$ cat src/rtl/pipe_skid_stage_if.sv
// Handshake bundle between an upstream producer, the skid stage and a downstream consumer.
interface pipe_skid_stage_if #(
  parameter int unsigned DW = 32
) ();
  localparam int unsigned LVL_W = 2;

  logic             flush_i;
  logic             in_valid_i;
  logic             in_ready_o;
  logic [DW-1:0]    in_data_i;
  logic             out_valid_o;
  logic             out_ready_i;
  logic [DW-1:0]    out_data_o;
  logic [LVL_W-1:0] level_o;

  // Stage side: consumes upstream payload and downstream ready.
  modport slave (
    input  flush_i, in_valid_i, in_data_i, out_ready_i,
    output in_ready_o, out_valid_o, out_data_o, level_o
  );

  // Environment side: drives payload, flush and downstream ready.
  modport master (
    output flush_i, in_valid_i, in_data_i, out_ready_i,
    input  in_ready_o, out_valid_o, out_data_o, level_o
  );
endinterface

$ cat src/rtl/pipe_skid_stage.sv
// Pipeline stage register with valid/ready handshake, 2-entry skid buffer and flush.
// All handshake outputs come straight from flops, so out_ready_i never reaches in_ready_o
// combinationally.
module pipe_skid_stage #(
  parameter int unsigned   DW      = 32,
  parameter logic [DW-1:0] DEF_VAL = '0
) (
  input  logic              clk,
  input  logic              rst,
  pipe_skid_stage_if.slave  bus
);

  localparam int unsigned LVL_W = 2;

  // Encoding doubles as the occupancy count.
  typedef enum logic [LVL_W-1:0] {
    S_EMPTY = 2'd0,
    S_ONE   = 2'd1,
    S_TWO   = 2'd2
  } state_t;

  state_t        r_state;
  logic [DW-1:0] r_main;
  logic [DW-1:0] r_skid;
  logic          r_in_ready;
  logic          r_out_valid;

  state_t        w_state_nxt;
  logic [DW-1:0] w_main_nxt;
  logic [DW-1:0] w_skid_nxt;
  logic          w_acc;
  logic          w_pop;

  assign w_acc = bus.in_valid_i & r_in_ready & ~bus.flush_i;
  assign w_pop = r_out_valid & bus.out_ready_i;

  // Next-state and storage update; flush empties everything and blocks acceptance.
  always_comb begin
    w_state_nxt = r_state;
    w_main_nxt  = r_main;
    w_skid_nxt  = r_skid;
    if (bus.flush_i) begin
      w_state_nxt = S_EMPTY;
      w_main_nxt  = DEF_VAL;
      w_skid_nxt  = DEF_VAL;
    end else begin
      case (r_state)
        S_EMPTY: begin
          if (w_acc) begin
            w_main_nxt  = bus.in_data_i;
            w_state_nxt = S_ONE;
          end
        end
        S_ONE: begin
          if (w_acc && w_pop) begin
            w_main_nxt = bus.in_data_i;
          end else if (w_acc) begin
            w_skid_nxt  = bus.in_data_i;
            w_state_nxt = S_TWO;
          end else if (w_pop) begin
            w_main_nxt  = DEF_VAL;
            w_state_nxt = S_EMPTY;
          end
        end
        S_TWO: begin
          if (w_pop) begin
            w_main_nxt  = r_skid;
            w_skid_nxt  = DEF_VAL;
            w_state_nxt = S_ONE;
          end
        end
        default: begin
          w_state_nxt = S_EMPTY;
          w_main_nxt  = DEF_VAL;
          w_skid_nxt  = DEF_VAL;
        end
      endcase
    end
  end

  // State, storage and registered handshake flags; reset clears content immediately.
  always_ff @(posedge clk or posedge rst) begin
    if (rst) begin
      r_state     <= S_EMPTY;
      r_main      <= DEF_VAL;
      r_skid      <= DEF_VAL;
      r_in_ready  <= 1'b1;
      r_out_valid <= 1'b0;
    end else begin
      r_state     <= w_state_nxt;
      r_main      <= w_main_nxt;
      r_skid      <= w_skid_nxt;
      r_in_ready  <= (w_state_nxt != S_TWO);
      r_out_valid <= (w_state_nxt != S_EMPTY);
    end
  end

  assign bus.in_ready_o  = r_in_ready;
  assign bus.out_valid_o = r_out_valid;
  assign bus.out_data_o  = r_main;
  assign bus.level_o     = r_state;

endmodule

$ cat src/flat_wrapper.sv
// flat-port wrapper written by rule: the top's interface ports become plain ports
module pipe_skid_stage_flat 
#(
  parameter int unsigned   DW      = 32,
  parameter logic [DW-1:0] DEF_VAL = '0
)
  (clk, rst, bus_flush_i, bus_in_valid_i, bus_in_data_i, bus_out_ready_i, bus_in_ready_o, bus_out_valid_o, bus_out_data_o, bus_level_o);
  pipe_skid_stage_if #(.DW(DW)) bus_i ();
  input  logic clk;
  input  logic rst;
  input wire logic [$bits(bus_i.flush_i)-1:0] bus_flush_i;
  input wire logic [$bits(bus_i.in_valid_i)-1:0] bus_in_valid_i;
  input wire logic [$bits(bus_i.in_data_i)-1:0] bus_in_data_i;
  input wire logic [$bits(bus_i.out_ready_i)-1:0] bus_out_ready_i;
  output wire logic [$bits(bus_i.in_ready_o)-1:0] bus_in_ready_o;
  output wire logic [$bits(bus_i.out_valid_o)-1:0] bus_out_valid_o;
  output wire logic [$bits(bus_i.out_data_o)-1:0] bus_out_data_o;
  output wire logic [$bits(bus_i.level_o)-1:0] bus_level_o;
  assign bus_i.flush_i = bus_flush_i;
  assign bus_i.in_valid_i = bus_in_valid_i;
  assign bus_i.in_data_i = bus_in_data_i;
  assign bus_i.out_ready_i = bus_out_ready_i;
  assign bus_in_ready_o = bus_i.in_ready_o;
  assign bus_out_valid_o = bus_i.out_valid_o;
  assign bus_out_data_o = bus_i.out_data_o;
  assign bus_level_o = bus_i.level_o;
  pipe_skid_stage #(.DW(DW), .DEF_VAL(DEF_VAL)) u_core (.clk(clk), .rst(rst), .bus(bus_i));
endmodule
$ cat config.mk
export PLATFORM = sky130hd
export DESIGN_NAME = pipe_skid_stage_flat
export DESIGN_NICKNAME = d
export VERILOG_FILES = /design/src/rtl/pipe_skid_stage_if.sv /design/src/rtl/pipe_skid_stage.sv /design/src/flat_wrapper.sv
export SDC_FILE = /design/constraint.sdc
export NUM_CORES = 1
export LEC_CHECK = 0
export ABC_AREA = 1
export BUFFER_PORTS_ARGS = -buffer_cell sky130_fd_sc_hd__buf_2
export CAP_MARGIN = 15
export CORE_ASPECT_RATIO = 0.8
export CORE_MARGIN = 1
export CORE_UTILIZATION = 48
export CTS_CLUSTER_DIAMETER = 80
export DETAILED_ROUTE_END_ITERATION = 7
export GPL_TIMING_DRIVEN = 0
export PLACE_DENSITY = 0.77
export SYNTH_ARGS = -nofsm -noshare
export SYNTH_HDL_FRONTEND = slang
export SYNTH_SLANG_ARGS = --single-unit
export TNS_END_PERCENT = 50
$ cat constraint.sdc
create_clock -name clk -period 4.9 [get_ports clk]
set_input_delay 0.245 -clock clk [delete_from_list [all_inputs] [get_ports clk]]
set_output_delay 0.245 -clock clk [all_outputs]
set_load 0.005 [all_outputs]
==> impl_metrics.json, run 1 <==
{
  "rsz0062_at_grt": "false",
  "synth-seq-cells": 68,
  "htreeDepth": 3,
  "powerDensity_mw_per_mm2": 340.9,
  "clockRootBuffer": "clkbuf_8",
  "setup_tns_ns": 0,
  "grt_max_degree": 69,
  "drcViolationCount": 0,
  "fin_total_pwr_mw": 1.386,
  "start_util": 0.4951,
  "nNetsFinal": 587,
  "status": "completed",
  "drv_slew": 0,
  "ctsResizeCount": 0,
  "clock_path_buffers": 2,
  "syn_nets": 504,
  "period_share": 0.3990,
  "multi_input_area_mm2": 0.001528,
  "synthAdderAreaFrac": 0,
  "clkSlewWorstSetupHoldPaths_ns": 0.07,
  "hold_buffers": 0,
  "drv_cap": 0,
  "synth_top_family_by_area": "simple AND/OR/NAND/NOR gates",
  "dr_wl_met2_mm": 3.962,
  "vias": 3369,
  "required_ns": 5.19,
  "r2r_setup_slack_ns": 2.95,
  "hold_viol_final": 0,
  "post_cts_buffers": 0,
  "ys_types": 19,
  "critical_path_class": "reg -> reg",
  "synth.area.mux_share": 0,
  "cts_tree": "done",
  "synth_simple_gate_area_share": 0.3927,
  "fin_skew_ns": 0.008779,
  "ios": 73,
  "detailed_place_hpwl_mm": 5.941,
  "crit_fanout": 10,
  "ant_nets": 0,
  "final_cell_mix": "nand2_1, buf_2, dfrtp_1",
  "syn_area_per_cell_um2": 7.306,
  "grt_first_pass_wirelength_mm": 14.68,
  "routed-wl-met3_um": 715,
  "synth_compound_area_frac": 0.05501,
  "grt_pass1_vias": 3136,
  "die_h_um": 77.41,
  "cts_sinks": 68,
  "hp-class": "in -> async",
  "fill_cells": 666,
  "ys_seq_area_frac": 0.4991,
  "wl_met1_mm": 4.061,
  "leakagePower_nw": 2.184,
  "coreArea_mm2": 0.006892,
  "num_rows": 27,
  "die_w_um": 96.26,
  "grt_usage": 0.2585,
  "ys_warn_count": 0,
  "first_pass_iters": 5,
  "globalplace.congestion": 0.8343,
  "rr_startpoint": "u_core.bus.in_ready_o",
  "clock.fmax_ghz": 0.5115,
  "die-area_mm2": 0.007451,
  "r2r_cells": 7,
  "netlist_instances": 467,
  "timing.rr.end": "u_core.bus.out_data_o[0]",
  "layout_commonest_cell": "nand2_1",
  "antenna_found_initial": 0,
  "io_buffers": 72,
  "crit_arrival_ns": 2.24,
  "wl_per_cell_um": 13.76,
  "final_layout_size_suffix_gt1_frac": 0.2018,
  "topRoutingLayerUsed": "met4",
  "synth_xor_area_frac": 0,
  "overflow": 0,
  "insertion_delay_ns": 0.35,
  "layout-area-overhead-vs-synth_pct": 19.18,
  "numCtsBuffers": 9,
  "setup_violations": 0,
  "num_antenna_cells": 0,
  "drt-vias-per-instance": 5.248,
  "drt_iter0_drc": 251,
  "tightestPinTransition_ns": 0.8457,
  "start_kind": "flop",
  "end_kind": "flop",
  "seq_area_mm2": 0.001703,
  "drt_wl_total_mm": 8.831,
  "vdd_drop_max_v": 0.0002421,
  "netlist_area_mm2": 0.003412,
  "slew-limit-headroom": 0.4362,
  "period_minus_slack_ns": 1.955
}
==> metal layers <==
| metal | GRT usage | up-vias |
|---|---|---|
| li1 | - | 1672 |
| met1 | 0.3613 | 1547 |
| met2 | 0.3915 | 140 |
| met3 | 0.07647 | 10 |
| met4 | 0.06716 | 0 |
| met5 | 0 | - |
==> per-stage QoR <==
step / hold slack, ns / std cells / util / area [um^2] / setup WS, ns
floorplan: 0.3914 / 467 / - / 3412 / 2.945
global placement: 0.4567 / 626 / 0.5632 / 3881 / 2.121
detailed placement: 0.4614 / 626 / 0.5635 / 3884 / 3.043
CTS: 0.08846 / 642 / 0.5901 / 4066 / 3.005
global route: 0.1234 / 642 / 0.5901 / 4066 / 2.773
finish: 0.06052 / 642 / 0.5901 / 4066 / 2.945
==> Yosys cell counts, drive strengths merged <==
cell    number  share of area
buf         17          0.025
clkbuf      12          0.013
clkinv       1         0.0011
dfrtp       67           0.49
dfstp        1         0.0077
inv         13          0.014
nand2      241           0.27
nand3       44          0.066
nand4       25          0.046
nor2         8          0.010
nor3         1         0.0048
o211ai       1         0.0022
o21ai       36          0.053
==> cell type report <==
type / instances / share of cell area
clock buffers: 10 / 0.03138
clock inverters: 6 / 0.01354
multi-input cells: 356 / 0.3757
flip-flops and latches: 68 / 0.4188
plain buffers: 29 / 0.03169
well taps: 87 / 0.02677
repair buffers: 72 / 0.08862
inverters: 14 / 0.01354
==> critical path: stages, from the launching register on <==
cell and delay [ns]:
dfstp_2 0.56, nand2_1 0.08, nor2_1 0.43, clkbuf_1 0.44, nand4_1 0.14, nand3_1 0.12
nand2_1 0.06, nand2_1 0.07
==> how the worst max path moves through the flow <==
stage	cells after the start	startpoint	endpoint	slack (ns)
floorplan	1	rst	u_core.bus.level_o[0]	2.95
global placement	2	rst	u_core.bus.out_data_o[23]	2.12
detailed placement	7	u_core.bus.in_ready_o	u_core.bus.out_data_o[0]	3.04
CTS	7	u_core.bus.in_ready_o	u_core.bus.out_data_o[0]	3.00
global route	7	u_core.bus.in_ready_o	u_core.bus.out_data_o[1]	2.77
finish	7	u_core.bus.in_ready_o	u_core.bus.out_data_o[0]	2.95
==> flip-flops by register name (all words and copies together), names as in the netlist <==
| signal | count |
|---|---|
| u_core.bus.in_ready_o | 1 |
| u_core.bus.out_valid_o | 1 |
| u_core.r_skid | 32 |
| u_core.bus.out_data_o | 32 |
| u_core.bus.level_o | 2 |
==> where the power goes <==
group          internal [mW]  total, mW  switching [mW]
clock network          0.231      0.448           0.217
registers              0.616      0.646          0.0301
logic                 0.0996      0.292           0.192
total                  0.947       1.39           0.440
==> cells by family after synthesis <==
logic type | after synthesis
AO/OA/AOI/OAI | 37
flip-flops | 68
buffers and inverters | 43
AND/OR/NAND/NOR | 319
No activity file was read; power rests on OpenSTA's default activity.
==> inputs of run 2 (changes only) <==
--- a/config.mk
+++ b/config.mk
@@ -14,7 +14,7 @@
 export CTS_CLUSTER_DIAMETER = 80
 export DETAILED_ROUTE_END_ITERATION = 7
 export GPL_TIMING_DRIVEN = 0
-export PLACE_DENSITY = 0.77
+export PLACE_DENSITY = 0.79
 export SYNTH_ARGS = -nofsm -noshare
 export SYNTH_HDL_FRONTEND = slang
 export SYNTH_SLANG_ARGS = --single-unit
==> constraint.sdc (replaced) <==
create_clock -name clk -period 1.79 [get_ports clk]
set_input_delay 0.0895 -clock clk [delete_from_list [all_inputs] [get_ports clk]]
set_output_delay 0.0895 -clock clk [all_outputs]
set_load 0.005 [all_outputs]
==> run 2 against run 1 <==
Setup slack got worse by 2.8 ns. Flip-flop and latch count unchanged. Design area increased by 4.9%. Critical path depth increased by 1. Combinational power increased to 2.9 times the previous value. Core utilization increased by 2.9 points.
==> impl_metrics.json, run 2 (synthesis gave the netlist of run 1 again) <==
{
  "drv_slew": 0,
  "overflow": 0,
  "hold_viol_final": 0,
  "cpLargestDelayFamily": "simple AND/OR/NAND/NOR gates",
  "clock_path_buffers": 2,
  "utilization": 0.6189,
  "critical_path.slowest_cell": "dfrtp_1",
  "crit_arrival_ns": 1.94,
  "cts_sinks": 68,
  "htreeDepth": 3,
  "grt_pass1_vias": 3091,
  "rr_startpoint": "u_core.bus.out_valid_o",
  "cts_tree": "done",
  "tightestPinTransition_ns": 0.7061,
  "ios": 73,
  "fin_cells": 656,
  "grt_first_pass_wirelength_mm": 14.70,
  "slew-limit-headroom": 0.5283,
  "leakagePower_nw": 2.282,
  "period_share": 0.9464,
  "vias": 3480,
  "place_inst": 627,
  "clock.fmax_ghz": 0.5903,
  "critical_path_class": "reg -> reg",
  "insertion_delay_ns": 0.36,
  "ant_nets": 0,
  "numCtsBuffers": 9,
  "setup_violations": 0,
  "coreArea_mm2": 0.006892,
  "drcViolationCount": 0,
  "grt_usage": 0.2603,
  "globalplace.congestion": 0.8472,
  "timing.rr.end": "u_core.bus.out_data_o[17]",
  "rsz0062_at_grt": "true",
  "die-area_mm2": 0.007451,
  "num_rows": 27,
  "whs_path_depth": 3,
  "clkSlewWorstSetupHoldPaths_ns": 0.07,
  "antenna_found_initial": 0,
  "drt_iter0_drc": 230,
  "first_pass_iters": 5,
  "path_depth": 8,
  "r2r_cells": 8,
  "worstPathCellList": "nand2_1 -> clkinvlp_4 -> buf_4 -> clkbuf_1 -> nand4_1 -> nand3_1 -> nand2_1 -> nand2_1",
  "die_w_um": 96.26,
  "required_ns": 2.04,
  "fill_cells": 634,
  "grt_max_degree": 39,
  "crit_fanout": 10,
  "start_kind": "flop",
  "layout_commonest_cell": "nand2_1",
  "path_common_cell": "nand2_1",
  "drv_cap": 0,
  "vdd_drop_max_v": 0.0005335,
  "final_layout_size_suffix_gt1_frac": 0.2250,
  "powerDensity_mw_per_mm2": 949.7,
  "holdWs_ns": 0.01083,
  "drt_wl_total_mm": 9.102,
  "final_cell_mix": "nand2_1, buf_2, dfrtp_1",
  "crit_buf_inv": 3,
  "io_buffers": 72,
  "detailed_place_hpwl_mm": 6.107,
  "min_from": "bus_in_data_i[1]",
  "fin_skew_ns": 0.01074,
  "status": "completed",
  "nNetsFinal": 601,
  "die_h_um": 77.41,
  "start_util": 0.4951,
  "whs_endpoint": "u_core.r_skid[1]",
  "period_minus_slack_ns": 1.694,
  "hp-class": "in -> reg",
  "fin_total_pwr_mw": 4.051,
  "drt-vias-per-instance": 5.305,
  "wl_per_cell_um": 13.88,
  "r2r_setup_slack_ns": 0.1,
  "num_antenna_cells": 0,
  "clockRootBuffer": "clkbuf_8",
  "layout-area-overhead-vs-synth_pct": 25.01,
  "cpPeakStageDelay_ns": 0.38,
  "end_kind": "flop"
}
[run 2: cell types whose count changed in the layout (fill, tap and decap cells not counted), sizes merged]
cell,before,now
buf,89,96
bufinv,1,2
clkbuf,22,21
clkinv,6,2
clkinvlp,0,3
dlygate4sd3,0,8
[run 2: tightest hold or removal path, stage by stage]
cell and delay [ns]:
buf_2 0.11, nand2_1 0.06, o21ai_1 0.06
[run 2: worst max path at each step]
stage | start | end | slack (ns)
2_1_floorplan | u_core.bus.in_ready_o | u_core.bus.out_data_o[0] | 0.29
3_3_place_gp | u_core.bus.in_ready_o | u_core.bus.out_data_o[4] | -0.07
3_5_place_dp | u_core.bus.in_ready_o | u_core.bus.out_data_o[7] | -0.09
4_1_cts | u_core.bus.in_ready_o | u_core.bus.out_data_o[17] | 0.03
5_1_grt | u_core.bus.level_o[1] | u_core.bus.out_data_o[23] | -0.04
6_report | u_core.bus.out_valid_o | u_core.bus.out_data_o[17] | 0.1
[run 2: power breakdown]
group / leakage (nW) / total (mW) / internal (mW) / switching (mW)
combinational: 1.26 / 0.844 / 0.305 / 0.540
sequential: 0.913 / 1.77 / 1.69 / 0.0862
clock: 0.113 / 1.43 / 0.822 / 0.611
total: 2.28 / 4.05 / 2.81 / 1.24
[run 2: layout make-up]
class	count	area [um^2]	area share
Clock inverter	6	86.33	0.02024
Buffer	28	131.4	0.03080
Timing Repair Buffer	87	505.5	0.1185
Multi-Input combinational cell	356	1533	0.3593
Sequential cell	68	1703	0.3992
Clock buffer	10	137.6	0.03227
Tap cell	87	108.9	0.02552
Inverter	14	60.06	0.01408
[run 2: repair_timing]
action                                  4_1_cts  5_1_grt
setup buffers                                 0        6
resized for setup                             1       12
gates cloned                                  0        0
endpoints found under the hold margin        36        0
endpoints found under the setup margin       20       64
hold buffers                                  8        0
pin swaps                                     0        1
[run 2: layer usage]
layer,vias to the layer above,global-route usage,part of all wire
li1,1698,-,-
met1,1634,0.3653,0.44
met2,138,0.3986,0.47
met3,10,0.06765,0.078
met4,0,0.06866,0.012
met5,-,0,0
[run 2: per-stage QoR]
| step | area, um^2 | setup TNS (ns) | setup slack (ns) |
|---|---|---|---|
| floorplan | 3416 | 0 | 0.2879 |
| global placement | 3885 | -0.7515 | -0.06572 |
| detailed placement | 3905 | -1.285 | -0.08877 |
| CTS | 4212 | 0 | 0.03039 |
| global route | 4265 | -0.1279 | -0.03554 |
| finish | 4265 | 0 | 0.09597 |
==> inputs of run 3 (changes only) <==
--- a/config.mk
+++ b/config.mk
@@ -11,10 +11,11 @@
 export CORE_ASPECT_RATIO = 0.8
 export CORE_MARGIN = 1
 export CORE_UTILIZATION = 48
+export CTS_BUF_LIST = sky130_fd_sc_hd__clkbuf_8
 export CTS_CLUSTER_DIAMETER = 80
 export DETAILED_ROUTE_END_ITERATION = 7
 export GPL_TIMING_DRIVEN = 0
-export PLACE_DENSITY = 0.79
+export PLACE_DENSITY = 0.77
 export SYNTH_ARGS = -nofsm -noshare
 export SYNTH_HDL_FRONTEND = slang
 export SYNTH_SLANG_ARGS = --single-unit
==> constraint.sdc (replaced) <==
create_clock -name clk -period 2.2 [get_ports clk]
set_input_delay 0.11 -clock clk [delete_from_list [all_inputs] [get_ports clk]]
set_output_delay 0.11 -clock clk [all_outputs]
set_load 0.005 [all_outputs]
==> run 3 against run 2 <==
Clock skew is 0.0056 ns lower. Sequential power is 19% lower. Total power down 24%. Worst hold slack improved by 0.018 ns. Routed wire length shrank 3.4%. Clock power shrank 31%. Critical path depth shrank 1. Die area stayed put. First-iteration DRC count grew 26%. Critical endpoint is now u_core.bus.out_data_o[0]. Largest cell class unchanged. Largest power group unchanged. Highest routed layer unchanged.
==> impl_metrics.json, run 3 (synthesis gave the netlist of run 1 again) <==
{
  "tightestPinTransition_ns": 0.8345,
  "drt-vias-per-instance": 5.243,
  "whs_path_depth": 3,
  "post_cts_buffers": 0,
  "status": "completed",
  "fin_cells": 643,
  "leakagePower_nw": 2.192,
  "slew-limit-headroom": 0.4437,
  "clockRootBuffer": "clkbuf_8",
  "final_cell_mix": "nand2_1, buf_2, dfrtp_1",
  "fill_cells": 666,
  "die_h_um": 77.41,
  "fin_skew_ns": 0.005170,
  "grt_pass1_vias": 3158,
  "drcViolationCount": 0,
  "nNetsFinal": 588,
  "start_kind": "flop",
  "powerDensity_mw_per_mm2": 756.1,
  "hold_buffers": 1,
  "critical_path_class": "reg -> reg",
  "first_pass_iters": 4,
  "insertion_delay_ns": 0.35,
  "period_minus_slack_ns": 1.947,
  "crit_end": "u_core.bus.out_data_o[0]",
  "overflow": 0,
  "setup_violations": 0,
  "crit_buf_inv": 1,
  "required_ns": 2.49,
  "r2r_setup_slack_ns": 0.25,
  "coreArea_mm2": 0.006892,
  "start_util": 0.4951,
  "globalplace.congestion": 0.8343,
  "worstSetupStartpoint": "u_core.bus.in_ready_o",
  "wl_per_cell_um": 13.67,
  "cts_tree": "done",
  "ant_nets": 0,
  "vias": 3371,
  "r2r_cells": 7,
  "crit_fanout": 10,
  "detailed_place_hpwl_mm": 5.941,
  "rr_startpoint": "u_core.bus.in_ready_o",
  "grt_max_degree": 69,
  "timing.rr.end": "u_core.bus.out_data_o[0]",
  "layout_commonest_cell": "nand2_1",
  "end_kind": "flop",
  "die_w_um": 96.26,
  "hold_viol_final": 0,
  "drv_cap": 0,
  "grt_first_pass_wirelength_mm": 14.70,
  "clock.fmax_ghz": 0.5135,
  "htreeDepth": 3,
  "cpLargestDelayFamily": "simple AND/OR/NAND/NOR gates",
  "grt_usage": 0.2589,
  "layout-area-overhead-vs-synth_pct": 19.47,
  "num_antenna_cells": 0,
  "path_common_cell": "nand2_1",
  "drv_slew": 0,
  "io_buffers": 72,
  "clock_path_buffers": 2,
  "cts_sinks": 68,
  "num_rows": 27,
  "critical_path.slowest_cell": "dfstp_2",
  "cpPeakStageDelay_ns": 0.56,
  "worstPathCellList": "nand2_1 -> nor2_1 -> clkbuf_1 -> nand4_1 -> nand3_1 -> nand2_1 -> nand2_1",
  "ios": 73,
  "ctsResizeCount": 0,
  "setup_tns_ns": 0,
  "rsz0062_at_grt": "false",
  "path_depth": 7,
  "die-area_mm2": 0.007451,
  "place_inst": 626,
  "drt_wl_total_mm": 8.789,
  "final_layout_size_suffix_gt1_frac": 0.2014,
  "crit_arrival_ns": 2.24,
  "hp-class": "in -> reg",
  "clkSlewWorstSetupHoldPaths_ns": 0.07,
  "vdd_drop_max_v": 0.0005394,
  "utilization": 0.5915,
  "numCtsBuffers": 9,
  "drt_iter0_drc": 290,
  "antenna_found_initial": 0,
  "period_share": 0.8851
}
run 3: worst min-delay path by stage:
stage / from / slack (ns) / end
floorplan: bus_in_data_i[18] / 0.26 / u_core.r_skid[18]
finish: bus_in_data_i[20] / 0.03 / u_core.r_skid[20]
global route: bus_in_data_i[7] / 0.01 / u_core.r_skid[7]
detailed placement: rst / 0.34 / u_core.bus.out_data_o[3]
CTS: bus_in_data_i[14] / 0.01 / u_core.r_skid[14]
global placement: bus_in_data_i[21] / 0.39 / u_core.r_skid[21]
run 3: power breakdown:
group	leakage, nW	total, mW	internal [mW]	switching (mW)
combinational	1.18	0.650	0.223	0.427
sequential	0.913	1.44	1.37	0.0670
clock	0.104	0.993	0.509	0.484
total	2.19	3.08	2.10	0.977
run 3: area by class of cell:
class | instances | area [um^2] | area share
Buffer | 29 | 128.9 | 0.03161
Clock inverter | 7 | 58.81 | 0.01443
Timing Repair Buffer | 73 | 370.4 | 0.09085
Multi-Input combinational cell | 356 | 1528 | 0.3748
Clock buffer | 9 | 123.9 | 0.03039
Tap cell | 87 | 108.9 | 0.02670
Inverter | 14 | 55.05 | 0.01351
Sequential cell | 68 | 1703 | 0.4177
run 3: per-layer routing:
| layer | vias up | global-route usage | part of all wire |
|---|---|---|---|
| met1 | 1553 | 0.3600 | 0.46 |
| met2 | 133 | 0.3936 | 0.46 |
| met3 | 10 | 0.07647 | 0.079 |
| met4 | 0 | 0.06866 | 0.011 |
| met5 | - | 0 | 0 |
| li1 | 1675 | - | - |
run 3: worst reg2reg max path: cells and delay by family (launching register included):
kind | cells | cell delay, ns
and+or+nand+nor | 6 | 0.90
buffers and inverters | 1 | 0.43
DFF | 1 | 0.56
run 3: per-stage QoR:
step / setup WS (ns) / hold slack [ns] / total power, mW / cell area [um^2]
floorplan: 0.3801 / 0.2564 / 1.846 / 3412
detailed placement: 0.3430 / 0.3401 / 2.111 / 3884
global route: 0.07252 / 0.01323 / 3.264 / 4076
finish: 0.2527 / 0.02867 / 3.082 / 4076
CTS: 0.3045 / 0.01395 / 3.103 / 4076
global placement: -0.4442 / 0.3876 / 2.093 / 3881
